[config.mk]
export PLATFORM = sky130hd
export DESIGN_NAME = intdiv_sd2bin
export DESIGN_NICKNAME = d
export VERILOG_FILES = /design/src/rtl/intdiv_sd2bin_pkg.sv /design/src/rtl/intdiv_otf_step.sv /design/src/rtl/intdiv_sd2bin.sv
export SDC_FILE = /design/constraint.sdc
export NUM_CORES = 1
export LEC_CHECK = 0
export ABC_AREA = 1
export BUFFER_PORTS_ARGS = -buffer_cell sky130_fd_sc_hd__buf_2
export CORE_MARGIN = 2
export CORE_UTILIZATION = 56
export CTS_CLUSTER_DIAMETER = 40
export DETAILED_ROUTE_END_ITERATION = 7
export PLACE_DENSITY = 0.89
export SLEW_MARGIN = 20
export SYNTH_ARGS = -nofsm -noshare
export SYNTH_HDL_FRONTEND = slang
export SYNTH_SLANG_ARGS = --single-unit
[constraint.sdc]
create_clock -name clk -period 2.77 [get_ports clk]
set_clock_uncertainty 0.05 [all_clocks]
set_input_delay 0.1385 -clock clk [delete_from_list [all_inputs] [get_ports clk]]
set_output_delay 0.1385 -clock clk [all_outputs]
set_load 0.02 [all_outputs]
[src/rtl/intdiv_sd2bin_pkg.sv]
// intdiv_sd2bin_pkg: shared SD2 digit encoding for the integer divider datapath.
// A digit is {p,n} with value p-n, so both 2'b00 and 2'b11 mean zero.
package intdiv_sd2bin_pkg;

    typedef logic [1:0] sd2_t;

    localparam sd2_t POS1   = 2'b10;
    localparam sd2_t NEG1   = 2'b01;
    localparam sd2_t ZERO_1 = 2'b00;
    localparam sd2_t ZERO_2 = 2'b11;

    function automatic logic sd2IsPos(input sd2_t d);
        return (d == POS1);
    endfunction

    function automatic logic sd2IsNeg(input sd2_t d);
        return (d == NEG1);
    endfunction

endpackage

[src/rtl/intdiv_otf_step.sv]
// intdiv_otf_step: one on-the-fly conversion step. Given the current Q/QM pair
// (QM is always Q-1) and one SD2 digit, produce the next Q/QM pair without a
// carry-propagate adder: each update is a one-bit left shift with a bit appended.
module intdiv_otf_step
    import intdiv_sd2bin_pkg::*;
#(
    parameter int W = 9
) (
    input  logic [W-1:0] i_q,
    input  logic [W-1:0] i_qm,
    input  sd2_t         i_digit,
    output logic [W-1:0] o_q,
    output logic [W-1:0] o_qm
);

    // Select the shift source and appended bit per digit; both zero codes fall to the default
    always_comb begin
        o_q  = {i_q[W-2:0], 1'b0};
        o_qm = {i_qm[W-2:0], 1'b1};
        if (sd2IsPos(i_digit)) begin
            o_q  = {i_q[W-2:0], 1'b1};
            o_qm = {i_q[W-2:0], 1'b0};
        end else if (sd2IsNeg(i_digit)) begin
            o_q  = {i_qm[W-2:0], 1'b1};
            o_qm = {i_qm[W-2:0], 1'b0};
        end
    end

endmodule

[src/rtl/intdiv_sd2bin.sv]
// intdiv_sd2bin: digit-serial SD2-to-binary converter. Accepts N magnitude
// digits MSB first, converts them on the fly, applies the SD2 sign that
// arrives with the last digit and holds the signed result behind valid/ready.
module intdiv_sd2bin
    import intdiv_sd2bin_pkg::*;
#(
    parameter int N = 8
) (
    input  logic         clk,
    input  logic         rst_n,
    input  logic         abort,
    input  logic         digit_valid,
    output logic         digit_ready,
    input  sd2_t         digit,
    input  sd2_t         sign_in,
    output logic         out_valid,
    input  logic         out_ready,
    output logic [N:0]   out_result,
    output logic [N-1:0] out_mag,
    output logic         out_neg,
    output logic         out_zero,
    output logic         out_err
);

    localparam int W  = N + 1;
    localparam int CW = (N > 1) ? $clog2(N) : 1;

    localparam logic ST_ACC  = 1'b0;
    localparam logic ST_DONE = 1'b1;

    logic          r_state;
    logic          w_state_next;
    logic [CW-1:0] r_cnt;
    logic [W-1:0]  r_q;
    logic [W-1:0]  r_qm;
    logic [W-1:0]  r_result;
    logic [N-1:0]  r_mag;
    logic          r_neg;
    logic          r_zero;
    logic          r_err;

    logic [W-1:0]  w_q_next;
    logic [W-1:0]  w_qm_next;
    logic          w_accept;
    logic          w_last;
    logic          w_err;
    logic          w_zero;
    logic          w_neg;
    logic [W-1:0]  w_result;

    intdiv_otf_step #(.W(W)) u_step (
        .i_q     (r_q),
        .i_qm    (r_qm),
        .i_digit (digit),
        .o_q     (w_q_next),
        .o_qm    (w_qm_next)
    );

    // A digit is only taken in ACC; abort suppresses it
    assign w_accept = (r_state == ST_ACC) && digit_valid && !abort;
    assign w_last   = w_accept && (r_cnt == CW'(N - 1));

    // Derive the signed result from the final Q; a negative stream reports an error and passes Q through
    always_comb begin
        w_err    = w_q_next[N];
        w_zero   = (w_q_next == '0);
        w_neg    = sd2IsNeg(sign_in) && !w_zero && !w_err;
        w_result = w_q_next;
        if (w_neg) begin
            w_result = ~w_q_next + {{(W-1){1'b0}}, 1'b1};
        end
    end

    // State register
    always_ff @(posedge clk or negedge rst_n) begin
        if (!rst_n) begin
            r_state <= ST_ACC;
        end else begin
            r_state <= w_state_next;
        end
    end

    // Next-state logic: abort wins, otherwise leave ACC on the last digit and DONE on the handshake
    always_comb begin
        w_state_next = r_state;
        if (abort) begin
            w_state_next = ST_ACC;
        end else begin
            case (r_state)
                ST_ACC:  if (w_last)    w_state_next = ST_DONE;
                ST_DONE: if (out_ready) w_state_next = ST_ACC;
                default: w_state_next = ST_ACC;
            endcase
        end
    end

    // Handshake outputs decoded from the state register only
    always_comb begin
        digit_ready = (r_state == ST_ACC);
        out_valid   = (r_state == ST_DONE);
    end

    // Accumulator, digit counter and result registers; the last digit captures the result and rearms Q/QM
    always_ff @(posedge clk or negedge rst_n) begin
        if (!rst_n) begin
            r_cnt    <= '0;
            r_q      <= '0;
            r_qm     <= '1;
            r_result <= '0;
            r_mag    <= '0;
            r_neg    <= 1'b0;
            r_zero   <= 1'b0;
            r_err    <= 1'b0;
        end else if (abort) begin
            r_cnt <= '0;
            r_q   <= '0;
            r_qm  <= '1;
        end else if (w_accept) begin
            if (w_last) begin
                r_cnt    <= '0;
                r_q      <= '0;
                r_qm     <= '1;
                r_result <= w_result;
                r_mag    <= w_q_next[N-1:0];
                r_neg    <= w_neg;
                r_zero   <= w_zero;
                r_err    <= w_err;
            end else begin
                r_cnt <= r_cnt + CW'(1);
                r_q   <= w_q_next;
                r_qm  <= w_qm_next;
            end
        end
    end

    assign out_result = r_result;
    assign out_mag    = r_mag;
    assign out_neg    = r_neg;
    assign out_zero   = r_zero;
    assign out_err    = r_err;

endmodule
==> key figures, run 1 <==
Synthesis
  – Synthesized instance count: 237
  – Synthesis-stage register bit count: 39
  – Yosys top cell by area: dfrtp_1
  – Synth warnings: 0
  – Synthesized area: 1991 µm²
  – Post-synthesis cell type count: 27
  – Sequential fraction of the synthesis area: 49.53%
  – Post-Syn Nets: about 250
  – Synth area leaders: dfrtp_1 (39%), nand2_1 (14%), dfstp_2 (11%)
  – Avg Inst Size Synth: 8.399 µm²
  – Share of the synthesized area in the top cell type: about two fifths

Floorplanning
  – Die area: 4048 µm²
  – I/O Pins: 31
  – DIE WIDTH: roughly 64 µm
  – Core Region: 3363 µm²
  – Rows: 21
  – Die height: 63.62 µm
  – Initial core utilization: between 50% and 60%

Clocking
  – Hold-fix buffers, CTS: 3
  – CTS tree: built
  – Postcts setup bufs: 0
  – Post-CTS Resized: 0
  – Clk slew on worst S/H paths: 120 ps
  – H-tree depth: 2
  – Clk Latency, worst-skew pair: between 300 and 400 ps
  – Root buf cell: clkbuf_4
  – Longest Clk Path Bufs: 2
  – CTS Buf Count: 5
  – Sink Count: 39

Critical path
  – Worst reg2reg endpoint: out_result[7]
  – Worst EP arrival: 2510 ps
  – Critical path type: in2reg
  – CP cell instances: buf_2, inv_1, ha_1, inv_2, nand2_4, nand2_1, nand2_1, inv_2, ha_1, inv_1, nor2_1, nor3b_1, ha_1, nor2_1, nand2_1, nand3b_4, nand2_4, nand2_1, nand2_1, nand2_1, nand2_1
  – CP Capture Type: flop
  – Critical path's largest stage delay: about 240 ps
  – Crit path max-delay family: simple AND/OR/NAND/NOR gates
  – Critical path peak fanout: 15
  – Worst reg-to-reg path cell count: 15
  – R2R Setup Slk: 530 ps
  – Setup crit start kind: primary input
  – Worst Path Buf+Inv: 5
  – Slowest CP cell: ha_1
  – Worst EP required: ~3000 ps
  – RR Startpoint: r_qm[0]
  – CP most frequent cell: nand2_1

Placement
  – Placed cell areas: 2162 µm²
  – Routability cong.: 0.9290
  – DP HPWL: just over 3000 µm
  – Port Buffers: 30
  – Worst slack, placed: 192.0 ps

Pwr
  – Power per Cell Area: 479.3 nW/µm²
  – VDD IR max: 0.3275 mV
  – Static leakage: 1.255 nW
  – Total power: 1.085 mW

Route
  – WL/cell: 13.33 µm
  – Post-route ant nets: 0
  – Initial drt markers: about 130
  – Final wirelength: 4240 µm
  – DR vias: 1679
  – # DRC: 0
  – Vias per cell: 5.280
  – Pre-antenna DRT Iters: 5

Global routing
  – Global route overflow: 0
  – Number of global-route vias before repair: roughly 1700
  – Total track usage: 23.38%
  – Initial antenna violation count: 0
  – Largest net degree at the start of global routing: 40
  – First-pass GRT wire length: 7452 µm

Timing
  – RSZ-0062 raised after global routing: no
  – Post-route clock period utilization: 83.50%
  – Worst slew margin: between 40 and 50%
  – Worst setup margin: 457.1 ps
  – Hold slack: around 61 ps
  – Final Hold Fails: 0
  – Final min period: 2313 ps
  – Final setup viols: 0
  – Worst Tran Pin Value: 820.6 ps
  – Max-slew violations: 0
  – F_max: 0.4324 GHz
  – Total negative slack: 0 ps

Hold path
  – Hold-critical path depth: 3
  – WHS Endpoint: r_qm[0]
  – Hold path start: abort
  – Worst Hold Class: in2reg

Run
  – Max cap viols: 0

Final layout
  – Area grow syn2layout: 13.76%
  – Commonest non-fill, non-tap cell in the layout: nand2_1
  – FILL cells: 291
  – Layout cells sized above 1: around a quarter
  – Final Instance Area: 2265 µm²
  – N_diodes: 0
  – Fin nets: between 200 and 300
  – Commonest cells after routing, fill and taps aside: nand2_1 (72), dfrtp_1 (31), buf_2 (30), inv_1 (25), o21ai_0 (18)

Outcome
  – Status: finished clean
[report_power, final]
part           switching (mW)  internal (mW)  total [mW]
sequential             0.0128          0.593       0.606
clock                   0.192          0.148       0.340
combinational          0.0949         0.0447       0.140
total                   0.299          0.786        1.09
[how the worst max path moves through the flow]
stage                   from            end  slack, ps  cells after the start
global placement    digit[0]  out_result[6]        320                     21
floorplan           digit[0]  out_result[6]        660                     20
CTS                 digit[0]  out_result[6]        500                     21
detailed placement  digit[0]  out_result[6]        190                     21
finish              digit[0]  out_result[7]        460                     21
global route        digit[0]  out_result[6]        260                     21
[state kept, by name, indices dropped and copies added, names as in the netlist]
| signal | flops |
|---|---|
| out_err | 1 |
| out_mag | 7 |
| out_neg | 1 |
| out_result | 9 |
| out_valid | 1 |
| out_zero | 1 |
| r_cnt | 3 |
| r_q | 8 |
| r_qm | 8 |
[metrics by stage]
| stage | std cells | util, % |
|---|---|---|
| final | 318 | 67.34 |
| after global routing | 318 | 67.34 |
| after CTS | 318 | 67.34 |
| after detailed placement | 307 | 64.29 |
| after global placement | 307 | 64.29 |
| after floorplan | 237 | - |
[cell usage after synthesis, drive strengths merged]
cell type   n
nand2      82
dfrtp      31
inv        30
o21ai      22
nor2       20
nand3      12
dfstp       8
a22oi       6
ha          6
buf         5
a21oi       3
o21a        3
o211ai      2
o31ai       2
a22o        1
clkbuf      1
nand3b      1
nor3b       1
o22ai       1
[kinds of logic (layout without fill, tap and decap cells)]
kind of cell,after synthesis,in the layout,synth area share [%]
simple gates,116,116,27.28
fa+ha+maj,6,6,3.771
compound gates,40,40,11.94
buf+inv,36,71,7.479
flops,39,39,49.53
[worst reg2reg max path, delay by kind of cell (launching register included)]
kind | cells | cell delay, ps
fa+ha+maj | 2 | 380
buf+inv | 2 | 130
flops | 1 | 550
simple gates | 11 | 1050
[metal layers]
metal | share of wire, % | GRT usage (%) | routed length, µm
met1 | 46 | 31.00 | 1938
met2 | 46 | 36.97 | 1939
met3 | 6.7 | 5.357 | 284
met4 | 1.8 | 9.511 | 78
met5 | 0 | 0 | 0
[cell type report]
type / instances / area, µm² / area share (%)
Tap cell: 46 / 57.56 / 2.541
Timing Repair Buffer: 33 / 180.2 / 7.956
Clock buffer: 7 / 65.06 / 2.873
Sequential cell: 39 / 985.9 / 43.54
Clock inverter: 1 / 7.507 / 0.3315
Inverter: 30 / 112.6 / 4.972
Multi-Input combinational cell: 162 / 855.8 / 37.79
Power figures use the tool's default switching activity.
==> run 2: changes to the inputs <==
- ABC_AREA: 1 -> 0
- CORE_UTILIZATION: 56 -> 50
- PLACE_DENSITY: 0.89 -> 0.84
- clock period: 2.77 -> 2.1 ns (I/O delays scaled with it)
==> key figures, run 2 <==
Placement
  – Dpl cells: 298 (was 307)
  – Routability cong.: 0.8910 (was 0.9290)
  – DP HPWL: 3441 µm (was 3016 µm)
  – Port Buffers: 30 (unchanged)
  – Worst slack, placed: -360.8 ps (was 192.0 ps)

Synthesis
  – Avg Inst Size Synth: 10.19 µm² (was 8.399 µm²)
  – Top-count cell post-synth: dfrtp_1 (was nand2_1)
  – Synthesized instance count: 198 (was 237)
  – Post-Syn Nets: 213 (was 252)
  – Main synth FF type: dfrtp_1 (unchanged)
  – Yosys top cell by area: dfrtp_1 (unchanged)
  – Synthesis-stage register bit count: 39 (unchanged)
  – Synthesized area: 2018 µm² (was 1991 µm²)
  – Share of async-settable or async-resettable flops after synthesis: 100.0% (unchanged)
  – Sequential fraction of the synthesis area: 48.85% (was 49.53%)
  – Share of the synthesized area in the top cell type: 38.44% (was 38.97%)
  – Post-synth top cells: dfrtp_1 (31), nand2_1 (30), nor2_1 (19) (was nand2_1 (72), dfrtp_1 (31), inv_1 (25))
  – EDFF count, synth: 0 (unchanged)
  – Post-synthesis cell type count: 42 (was 27)
  – Synth warnings: 0 (unchanged)
  – Synth area leaders: dfrtp_1 (38%), dfstp_2 (10%), mux2i_1 (6.9%) (was dfrtp_1 (39%), nand2_1 (14%), dfstp_2 (11%))

Timing
  – Max-slew violations: 0 (unchanged)
  – Final Hold Fails: 0 (unchanged)
  – Final min period: 2335 ps
  – F_max: 0.4282 GHz
  – Worst Tran Pin Value: 860.4 ps (was 820.6 ps)
  – Final setup viols: 8 (was 0)
  – RSZ-0062 raised after global routing: yes (was no)
  – Worst slew margin: 42.64% (was 45.30%)
  – Post-route clock period utilization: 111.2%
  – Worst setup margin: -235.4 ps (was 457.1 ps)

Clocking
  – H-tree depth: 2 (unchanged)
  – CTS Buf Count: 5 (unchanged)
  – Sink Count: 39 (unchanged)
  – Root buf cell: clkbuf_8 (was clkbuf_4)
  – Clk Latency, worst-skew pair: 300 ps (was 350 ps)
  – Clk slew on worst S/H paths: 80 ps (was 120 ps)
  – Longest Clk Path Bufs: 2 (unchanged)
  – CTS tree: built (unchanged)

Outcome
  – Status: finished, violations left (was finished clean)
  – Failing checks: negative setup slack

Critical path
  – Worst reg2reg endpoint: out_result[3] (was out_result[7])
  – Critical path type: reg2reg (was in2reg)
  – Setup crit start kind: flop (was primary input)
  – Critical path startpoint: r_qm[0] (was digit[0])
  – Worst EP arrival: 2480 ps (was 2510 ps)
  – Critical path peak fanout: 6 (was 15)
  – Worst EP required: 2240 ps (was 2970 ps)
  – Worst reg-to-reg path cell count: 12 (was 15)
  – R2R Setup Slk: -240 ps (was 530 ps)
  – CP Capture Type: flop (unchanged)
  – RR Startpoint: r_qm[0] (unchanged)

Floorplanning
  – Initial core utilization: 51.19% (was 59.19%)
  – Rows: 23 (was 21)
  – DIE WIDTH: 67.53 µm (was 63.62 µm)
  – Die height: 67.53 µm (was 63.62 µm)
  – Core Region: 3943 µm² (was 3363 µm²)
  – I/O Pins: 31 (unchanged)
  – Die area: 4560 µm² (was 4048 µm²)

Route
  – Final wirelength: 4871 µm (was 4240 µm)
  – WL/cell: 15.56 µm (was 13.33 µm)
  – DR vias: 1690 (was 1679)
  – Pre-antenna DRT Iters: 4 (was 5)
  – Vias per cell: 5.399 (was 5.280)
  – # DRC: 0 (unchanged)
  – Initial drt markers: 138 (was 126)
  – Post-route ant nets: 0 (unchanged)

Final layout
  – Commonest cells after routing, fill and taps aside: buf_4 (35), dfrtp_1 (31), buf_2 (30), nand2_1 (29), nor2_1 (18) (was nand2_1 (72), dfrtp_1 (31), buf_2 (30), inv_1 (25), o21ai_0 (18))
  – Non-filler cells in the finished layout: 313 (was 318)
  – N_diodes: 0 (unchanged)
  – Fin nets: 277 (was 286)
  – Area taken by flip-flops and latches: 985.9 µm² (unchanged)
  – Largest register FFs: 9 (unchanged)
  – Commonest non-fill, non-tap cell in the layout: buf_4 (was nand2_1)
  – FILL cells: 264 (was 291)
  – Layout cells sized above 1: 39.92% (was 25.37%)
  – Area grow syn2layout: 31.25% (was 13.76%)
  – Area of the multi-input gates: 1005 µm² (was 855.8 µm²)
  – Post-layout util: 67.18% (was 67.34%)

Hold path
  – Hold-critical path depth: 2 (was 3)
  – WHS Endpoint: r_cnt[1] (was r_qm[0])
  – Worst Hold Class: in2reg (unchanged)
  – Hold path start: abort (unchanged)

Pwr
  – Total power: 1.863 mW (was 1.085 mW)
  – Power per Cell Area: 703.4 nW/µm² (was 479.3 nW/µm²)
  – Static leakage: 1.245 nW (was 1.255 nW)
  – VDD IR max: 0.3796 mV (was 0.3275 mV)

Run
  – Max cap viols: 0 (unchanged)

Global routing
  – Global route overflow: 0 (unchanged)
  – Number of global-route vias before repair: 1702 (was 1665)
  – Initial antenna violation count: 0 (unchanged)
  – Total track usage: 24.28% (was 23.38%)
  – First-pass GRT wire length: 8031 µm (was 7452 µm)
  – Largest net degree at the start of global routing: 40 (unchanged)
## run 2: changes by cell type after synthesis, sizes merged, moves of 5 or more
cell,delta
clkbuf,+5
inv,-25
nand3,-11
a21oi,+9
mux2i,+15
nand2,-52
a22oi,-6
## run 2: kinds of logic after synthesis
family	after synthesis	synth area share, %
mux	17	9.361
buf+inv	16	4.153
simple gates	64	15.25
flops	39	48.85
compound gates	51	16.49
fa+ha+maj	6	3.720
xor+xnor	5	2.170
## run 2: how the worst max path moves through the flow
stage / to / slack (ps) / cells past startpoint
finish: out_result[3] / -240 / 12
global route: out_result[3] / -340 / 12
CTS: out_result[6] / -220 / 11
detailed placement: out_result[6] / -360 / 12
global placement: out_result[5] / -320 / 12
floorplan: out_result[6] / -140 / 11
## run 2: metrics by stage
step                      hold slack (ps)  setup TNS (ps)  instance area (µm²)
after floorplan                    -240.6          -561.9                 2057
after global placement              191.6           -2262                 2434
after detailed placement            202.2           -2459                 2434
after CTS                           7.146           -1104                 2634
after global routing                37.08           -2428                 2649
final                               17.40           -1415                 2649
## run 2: report_power, final
group          internal (mW)  switching, mW  leakage [nW]
Sequential             0.779         0.0171         0.513
Combinational          0.149          0.169         0.666
Clock                  0.475          0.273        0.0654
Total                   1.40          0.459          1.24
## run 2: per-layer routing
metal  up-vias  GRT usage (%)  wire [µm]
li1        813              -          -
met5         -              0          0
met4         0          11.99        180
met1       816          27.96       2035
met2        42          42.40       2441
met3        19          5.167        214
## run 2: final cells by class
type / count / area share [%]
multi-input cells: 143 / 37.93
flip-flops and latches: 39 / 37.22
repair buffers: 68 / 16.77
clock buffers: 6 / 2.740
well taps: 50 / 2.362
clock inverters: 2 / 2.267
inverters: 5 / 0.7085
## run 2: repair_timing
action	4_1_cts	5_1_grt
endpoints found under the setup margin	8	8
endpoints found under the hold margin	32	0
pin swaps	6	5
hold buffers	2	0
buffers inserted	3	2
resized for setup	6	0
## run 2: critical path, cell delays in order (launching register included)
cell and delay, ps:
dfstp_2 540, nand3b_1 100, o21a_1 140, ha_2 180, nand2_2 70, nor4_2 40, ha_2 200, nor3b_4 230
buf_4 160, o211ai_4 110, a31oi_2 190, xnor2_1 140, o21ai_1 80
==> run 3: changes to the inputs <==
- PLACE_DENSITY: 0.84 -> 0.78
==> key figures, run 3 (synthesis gave the netlist of run 2 again) <==
Global routing
  – First-pass GRT wire length: 7555 µm (was 8031 µm)
  – Initial antenna violation count: 0 (unchanged)
  – Total track usage: 22.46% (was 24.28%)
  – Global route overflow: 0 (unchanged)
  – Largest net degree at the start of global routing: 40 (unchanged)
  – Number of global-route vias before repair: 1603 (was 1702)

Timing
  – Max-slew violations: 0 (unchanged)
  – Worst Tran Pin Value: 826.4 ps (was 860.4 ps)
  – Post-route clock period utilization: 112.5% (was 111.2%)
  – RSZ-0062 raised after global routing: yes (unchanged)
  – Hold slack: 30.40 ps (was 17.40 ps)
  – Worst slew margin: 44.91% (was 42.64%)
  – Final min period: 2361 ps (was 2335 ps)
  – Final setup viols: 9 (was 8)
  – Final Hold Fails: 0 (unchanged)
  – F_max: 0.4235 GHz (was 0.4282 GHz)
  – Total negative slack: -1724 ps (was -1415 ps)
  – Worst setup margin: -261.5 ps (was -235.4 ps)

Hold path
  – WHS Endpoint: r_q[0] (was r_cnt[1])
  – Hold-critical path depth: 2 (unchanged)
  – Hold path start: abort (unchanged)
  – Worst Hold Class: in2reg (unchanged)

Route
  – Initial drt markers: 153 (was 138)
  – Vias per cell: 5.446 (was 5.399)
  – Pre-antenna DRT Iters: 4 (unchanged)
  – WL/cell: 15.70 µm (was 15.56 µm)
  – Final wirelength: 4931 µm (was 4871 µm)
  – # DRC: 0 (unchanged)
  – Post-route ant nets: 0 (unchanged)
  – DR vias: 1710 (was 1690)

Critical path
  – Worst reg2reg endpoint: out_result[3] (unchanged)
  – Slowest CP cell: dfstp_2 (unchanged)
  – Worst Path Buf+Inv: 0 (was 1)
  – Critical path startpoint: r_qm[0] (unchanged)
  – CP cell instances: nand3b_1, o21a_1, ha_2, nand2_2, nor4_2, ha_2, nor3b_4, o211ai_4, a31oi_2, xnor2_1, o21ai_1 (was nand3b_1, o21a_1, ha_2, nand2_2, nor4_2, ha_2, nor3b_4, buf_4, o211ai_4, a31oi_2, xnor2_1, o21ai_1)
  – WP depth: 11 (was 12)
  – Worst EP arrival: 2490 ps (was 2480 ps)
  – RR Startpoint: r_qm[0] (unchanged)
  – Critical path type: reg2reg (unchanged)
  – Critical path peak fanout: 6 (unchanged)
  – CP Capture Type: flop (unchanged)
  – R2R Setup Slk: -260 ps (was -240 ps)
  – Crit path max-delay family: compound AO/OA/AOI/OAI gates (was flip-flops)
  – CP most frequent cell: ha_2 (unchanged)
  – Setup crit start kind: flop (unchanged)
  – Worst reg-to-reg path cell count: 11 (was 12)
  – Worst EP required: 2230 ps (was 2240 ps)
  – Critical path's largest stage delay: 540 ps (about the same)

Final layout
  – N_diodes: 0 (unchanged)
  – Commonest cells after routing, fill and taps aside: buf_4 (37), dfrtp_1 (31), buf_2 (30), nand2_1 (29), nor2_1 (18) (was buf_4 (35), dfrtp_1 (31), buf_2 (30), nand2_1 (29), nor2_1 (18))
  – Commonest non-fill, non-tap cell in the layout: buf_4 (unchanged)
  – FILL cells: 277 (was 264)
  – Final Instance Area: 2621 µm² (was 2649 µm²)
  – Largest register FFs: 9 (unchanged)
  – Layout cells sized above 1: 40.53% (was 39.92%)
  – Area grow syn2layout: 29.88% (was 31.25%)
  – Fin nets: 278 (was 277)

Clocking
  – H-tree depth: 2 (unchanged)
  – Sink Count: 39 (unchanged)
  – CTS tree: built (unchanged)
  – Clk Latency, worst-skew pair: 290 ps (was 300 ps)
  – Clk slew on worst S/H paths: 70 ps (was 80 ps)
  – CTS Buf Count: 5 (unchanged)
  – Longest Clk Path Bufs: 2 (unchanged)
  – Root buf cell: clkbuf_8 (unchanged)

Placement
  – DP HPWL: 3402 µm (was 3441 µm)
  – Placed cell areas: 2434 µm² (unchanged)
  – Routability cong.: 0.8335 (was 0.8910)
  – Worst slack, placed: -342.8 ps (was -360.8 ps)
  – Port Buffers: 30 (unchanged)

Floorplanning
  – DIE WIDTH: 67.53 µm (unchanged)
  – Die area: 4560 µm² (unchanged)
  – Core Region: 3943 µm² (unchanged)
  – I/O Pins: 31 (unchanged)
  – Die height: 67.53 µm (unchanged)
  – Rows: 23 (unchanged)
  – Initial core utilization: 51.19% (unchanged)

Pwr
  – Power per Cell Area: 618.4 nW/µm² (was 703.4 nW/µm²)
  – VDD IR max: 0.3105 mV (was 0.3796 mV)
  – Static leakage: 1.222 nW (was 1.245 nW)

Outcome
  – Status: finished, violations left (unchanged)
  – Failing checks: negative setup slack (unchanged)

Run
  – Max cap viols: 0 (unchanged)
-- run 3: stage by stage --
| step | cells | power (mW) | utilization, % |
|---|---|---|---|
| 2_1_floorplan | 198 | 0.9821 | - |
| 3_3_place_gp | 298 | 1.091 | 61.73 |
| 3_5_place_dp | 298 | 1.098 | 61.73 |
| 4_1_cts | 312 | 1.594 | 65.31 |
| 5_1_grt | 314 | 1.689 | 66.49 |
| 6_report | 314 | 1.621 | 66.49 |
-- run 3: worst max path at each step --
stage	end	slack, ps
final	out_result[3]	-260
after global routing	out_result[6]	-360
after detailed placement	out_result[5]	-340
after global placement	out_result[5]	-260
after CTS	out_result[6]	-180
after floorplan	out_result[6]	-140
-- run 3: repair_timing --
item,in CTS,in global routing
gates resized for setup,3,6
setup buffers,4,2
pin swaps,6,4
hold endpoints to repair,32,0
hold buffers,2,0
gates cloned,0,0
endpoints found under the setup margin,8,9
-- run 3: per-layer routing --
layer  track usage (%)  share of wire [%]
met5                 0                  0
met4             7.908                2.1
met3             4.333                4.9
met2             38.36                 52
met1             28.18                 41
-- run 3: final cells by class --
cell class	count	area (µm²)	share of cell area (%)
multi-input combinational	143	1025	39.09
sequential	39	985.9	37.61
timing repair buffer	69	447.9	17.09
clock buffer	7	76.32	2.912
tap	50	62.56	2.387
inverter	5	18.77	0.7160
clock inverter	1	5.005	0.1909
-- run 3: power breakdown --
part	internal [mW]	switching (mW)	total, mW
combinational	0.156	0.178	0.334
clock	0.233	0.257	0.490
sequential	0.779	0.0177	0.797
total	1.17	0.452	1.62
